$ cat config.mk
export PLATFORM = sky130hd
export DESIGN_NAME = mips_ifetch_unit
export DESIGN_NICKNAME = d
export VERILOG_FILES = /design/src/rtl/mips_ifetch_unit.sv
export SDC_FILE = /design/constraint.sdc
export NUM_CORES = 1
export LEC_CHECK = 0
export CAP_MARGIN = 20
export CORE_MARGIN = 5
export CORE_UTILIZATION = 51
export CTS_BUF_LIST = sky130_fd_sc_hd__clkbuf_2 sky130_fd_sc_hd__clkbuf_4 sky130_fd_sc_hd__clkbuf_8
export DETAILED_ROUTE_END_ITERATION = 8
export PLACE_DENSITY = 0.8
export SYNTH_ARGS = -nofsm -noshare
export SYNTH_HDL_FRONTEND = slang
export SYNTH_SLANG_ARGS = --single-unit
$ cat constraint.sdc
create_clock -name clk -period 7.65 [get_ports clk]
set_clock_uncertainty 0.15 [all_clocks]
set_input_delay 2.295 -clock clk [delete_from_list [all_inputs] [get_ports clk]]
set_output_delay 2.295 -clock clk [all_outputs]
set_load 0.1 [all_outputs]
$ cat src/rtl/mips_ifetch_unit.sv
// MIPS instruction-fetch front end: owns the PC, drives the combinational I-RAM port and hands
// fetched words to decode over valid/ready, with delay-slot redirects, halt-at-address and fault stop.
module mips_ifetch_unit #(
  parameter logic [31:0] RESET_VECTOR = 32'hBFC00000,
  parameter logic [31:0] HALT_ADDR    = 32'h00000000
) (
  input  logic        clk,
  input  logic        reset,
  output logic [31:0] instr_address,
  input  logic [31:0] instr_readdata,
  output logic        instr_valid,
  input  logic        instr_ready,
  output logic [31:0] instr_out,
  output logic [31:0] pc_out,
  input  logic        redirect_valid,
  input  logic [31:0] redirect_target,
  output logic        active,
  output logic        fetch_fault,
  output logic [31:0] fetch_count
);

  logic [31:0] pc_q, pc_d;
  logic [31:0] instr_q, instr_d;
  logic [31:0] pc_out_q, pc_out_d;
  logic [31:0] count_q, count_d;
  logic [31:0] pend_target_q, pend_target_d;
  logic        valid_q, valid_d;
  logic        active_q, active_d;
  logic        fault_q, fault_d;
  logic        pend_valid_q, pend_valid_d;

  logic        redir_ok, redir_bad, at_halt, fetch;
  logic [31:0] next_pc;

  always_comb begin
    redir_ok  = active_q && redirect_valid && (redirect_target[1:0] == 2'b00);
    redir_bad = active_q && redirect_valid && (redirect_target[1:0] != 2'b00);
    at_halt   = (pc_q == HALT_ADDR);
    fetch     = active_q && !at_halt && (!valid_q || instr_ready);
    // A live redirect overrides an older pending one; a misaligned one never reaches the PC.
    next_pc   = redir_ok ? redirect_target : (pend_valid_q ? pend_target_q : pc_q + 32'd4);

    pc_d          = pc_q;
    instr_d       = instr_q;
    pc_out_d      = pc_out_q;
    count_d       = count_q;
    pend_target_d = pend_target_q;
    valid_d       = valid_q;
    active_d      = active_q;
    fault_d       = fault_q;
    pend_valid_d  = pend_valid_q;

    if (fetch) begin
      instr_d      = instr_readdata;
      pc_out_d     = pc_q;
      valid_d      = 1'b1;
      count_d      = count_q + 32'd1;
      pc_d         = next_pc;
      pend_valid_d = 1'b0;
    end else begin
      if (valid_q && instr_ready) valid_d = 1'b0;
      // Delay slot not yet fetched: park the target until the next advance.
      if (redir_ok) begin
        pend_target_d = redirect_target;
        pend_valid_d  = 1'b1;
      end
    end

    if (redir_bad) begin
      fault_d  = 1'b1;
      active_d = 1'b0;
    end
    if (active_q && at_halt) active_d = 1'b0;
  end

  always_ff @(posedge clk or posedge reset) begin
    if (reset) begin
      pc_q          <= RESET_VECTOR;
      instr_q       <= '0;
      pc_out_q      <= '0;
      count_q       <= '0;
      pend_target_q <= '0;
      valid_q       <= 1'b0;
      active_q      <= 1'b1;
      fault_q       <= 1'b0;
      pend_valid_q  <= 1'b0;
    end else begin
      pc_q          <= pc_d;
      instr_q       <= instr_d;
      pc_out_q      <= pc_out_d;
      count_q       <= count_d;
      pend_target_q <= pend_target_d;
      valid_q       <= valid_d;
      active_q      <= active_d;
      fault_q       <= fault_d;
      pend_valid_q  <= pend_valid_d;
    end
  end

  assign instr_address = pc_q;
  assign instr_valid   = valid_q;
  assign instr_out     = instr_q;
  assign pc_out        = pc_out_q;
  assign active        = active_q;
  assign fetch_fault   = fault_q;
  assign fetch_count   = count_q;

endmodule

==> qor.csv <==
stage;metric;value;unit
synth;post-synthesis simple-gate area fraction;22.8;%
place;routability cong.;0.828;
setup_path;Bufs and invs on worst path;1;
setup_path;CP endpoint kind;output port;
floorplan;die area;0.0180;mm²
cells_and_area;fin area;0.0104;mm²
sta;Final period util;61.9;%
grt;total gr overflow;0;
synth;mean post-synth cell area;9.45;µm²
setup_path;Levels on crit path;1;
drt;wire length per cell;18.7;µm
synth;Synth Area in XOR/XNOR;3.90;%
floorplan;# rows;45;
synth;synthesized flop and latch total;164;
synth;Post-Synth Adder-Cell Area;0.478;%
floorplan;die height;134;µm
clocking;Setup Buffers After CTS;0;
clocking;H-tree levels;4;
setup_path;Worst Setup Path Type;reg -> out;
place;half-perimeter wire length after placement;15600;µm
setup_path;CP Launch Point;instr_address[27];
drt;drt initial violations;785;
setup_path;crit path cell chain;clkdlybuf4s50_1;
floorplan;io pins;199;
sta;worst slew pin tran;1.05;ns
synth;ys flop type;dfrtp_1;
floorplan;core area;0.0151;mm²
setup_path;Worst setup SP type;flip-flop;
sta;RSZ-0062 raised after global routing;false;
synth;post-synthesis compound-gate area fraction;10.4;%
synth;share of flip-flops with an asynchronous set or reset;100;%
drt;drt pass-1 iters;5;
synth;Synth warnings;0;
sta;Final Setup Violations;0;
sta;Final min period;4.74;ns
clocking;hold buffers post-CTS;0;
cells_and_area;final core utilization;68.4;%
clocking;clock root buffer;clkbuf_8;
grt;All-Layer GR Usage;25.0;%
min_path;worst hold path depth;1;
grt;first-pass GRT wire length;35800;µm
drt;Routed Antenna Nets;0;
setup_path;Register-to-Register Path Depth;9;
cells_and_area;ANT cells;0;
synth;Syn Std Cell Area;0.00786;mm²
grt;vias in the first global route;6687;
grt;largest net degree at the start of global routing;68;
grt;initial antenna violation count;0;
sta;Setup WS post-layout;2.91;ns
synth;EDFF count, synth;0;
clocking;total CTS buffers;17;
sta;highest clock rate;211;MHz
sta;Max Slew Vio Count;0;
cells_and_area;share of cells above drive strength 1;8.09;%
setup_path;RR Endpoint;instr_address[0];
setup_path;Crit Path Max Fanout;7;
synth;Netlist cell types;60;
place;post-place setup slack;2.63;ns
synth;Seq/Total Area, Yosys;52.4;%
clocking;post-cts resize count;0;
drt;drt total wl;22400;µm
place;IO buf count;198;
setup_path;CP max stage delay;1.18;ns
sta;setup_tns;0;ns
min_path;Hold Crit Class;reg -> reg;
floorplan;Die W;134;µm
cells_and_area;NumNets Final;1072;
clocking;Worst-Skew Late Latency;0.46;ns
min_path;hold endpoint;fetch_count[31];
setup_path;crit path DAT;2.29;ns
setup_path;reg2reg start;instr_address[2];
cells_and_area;Area Growth Syn to Fin;31.9;%
synth;post-synthesis mux area share;5.51;%
setup_path;delay-heaviest family, CP;buffers and inverters;
synth;synthesized net count;903;
setup_path;Critical Path RT;5.20;ns
synth;largest family of logic cells by synthesized area;simple AND/OR/NAND/NOR gates;
drt;Vias;6925;
sta;Rel. slew slack;30.0;%
sta;Final Hold Vio Count;0;
clocking;CTS tree;built;
place;dpl cell area;0.00991;mm²
outcome;status;complete, no violations;
drt;Vias/cell;5.77;
flow_run;# Max-Cap Violations;0;
setup_path;Max stage delay cell, worst path;clkdlybuf4s50_1;
drt;post-route DRC violation count;0;
clocking;Bufs on Longest Clock Path;2;
clocking;Clock transition at path regs;0.08;ns
min_path;beginning of the worst hold path;fetch_count[31];
floorplan;Initial Utilization;51.9;%
clocking;clk sink count;164;
synth;post-synthesis cell count;832;
setup_path;R2R setup slack;4.01;ns
-- cell type report --
| cell class | instances | area, µm² |
|---|---|---|
| multi-input combinational | 587 | 3420 |
| timing repair buffer | 207 | 2050 |
| tap | 188 | 235 |
| clock buffer | 23 | 298 |
| fill | 1207 | 4780 |
| sequential | 164 | 4120 |
| inverter | 24 | 95.1 |
| clock inverter | 8 | 148 |
-- per-stage QoR --
| step | std cells | hold WS [ns] |
|---|---|---|
| floorplan | 832 | 0.304 |
| global placement | 1169 | 0.300 |
| detailed placement | 1169 | 0.307 |
| CTS | 1200 | 0.324 |
| global route | 1201 | 0.352 |
| finish | 1201 | 0.319 |
-- state kept, by name (all words and copies together) (netlist names) --
signal and flops:
active 1, fetch_count 32, fetch_fault 1, instr_address 32, instr_out 32, instr_valid 1
pc_out 32, pend_target_q 32, pend_valid_q 1
-- synth_stat cells, types with 10 or more instances --
| cell type | number | area (µm²) |
|---|---|---|
| a21oi_1 | 38 | 190 |
| dfrtp_1 | 154 | 3850 |
| nor4_1 | 22 | 138 |
| nor3_1 | 17 | 85.1 |
| xnor2_1 | 11 | 96.3 |
| xor2_1 | 24 | 210 |
| dfstp_2 | 10 | 263 |
| inv_1 | 24 | 90.1 |
| nor2_1 | 22 | 82.6 |
| nand2_1 | 236 | 886 |
| nand4_1 | 23 | 144 |
| clkbuf_1 | 34 | 128 |
| nand3_1 | 19 | 95.1 |
| mux2_4 | 20 | 300 |
| and3_1 | 12 | 75.1 |
| a31oi_1 | 12 | 75.1 |
| o21ai_0 | 38 | 190 |
| buf_2 | 18 | 90.1 |
-- routing by layer --
| layer | track usage [%] | share of wire (%) | up-vias |
|---|---|---|---|
| li1 | - | - | 3198 |
| met1 | 35.0 | 41 | 3329 |
| met2 | 39.1 | 48 | 340 |
| met3 | 5.48 | 8.8 | 58 |
| met4 | 8.43 | 2.4 | 0 |
| met5 | 0 | 0 | - |
-- how the worst max path moves through the flow --
stage	endpoint
CTS	instr_address[23]
floorplan	fetch_count[0]
detailed placement	pend_target_q[11]
global route	instr_address[4]
finish	instr_address[27]
global placement	pend_target_q[8]
-- placed cells by master (no fill, tap or decap), types with 5 or more instances in the layout --
| cell type | n |
|---|---|
| nand2_1 | 236 |
| nand3_1 | 19 |
| xnor2_1 | 11 |
| and4_1 | 7 |
| nand2b_1 | 5 |
| nor3_1 | 17 |
| and3_1 | 12 |
| xor2_1 | 24 |
| o31ai_1 | 8 |
| nand4_1 | 23 |
| mux2_1 | 8 |
| o21ai_0 | 38 |
| clkbuf_8 | 20 |
| buf_4 | 9 |
| and2_1 | 7 |
| a31oi_1 | 12 |
| a22o_1 | 6 |
| clkdlybuf4s50_1 | 198 |
| mux2_4 | 20 |
| nor2_1 | 22 |
| a21oi_1 | 38 |
| nor4_1 | 22 |
| inv_1 | 23 |
| dfstp_2 | 10 |
| dfrtp_1 | 154 |
-- logic make-up (layout without fill, tap and decap cells) --
group | Yosys count | after routing
xor+xnor | 35 | 35
buf+inv | 81 | 262
fa+ha+maj | 3 | 3
mux | 32 | 32
compound gates | 131 | 131
flops | 164 | 164
simple gates | 386 | 386
Power is left out: the tool's default activity adds up to more than one toggle a clock period on the data nets, which glitch-free logic cannot reach.
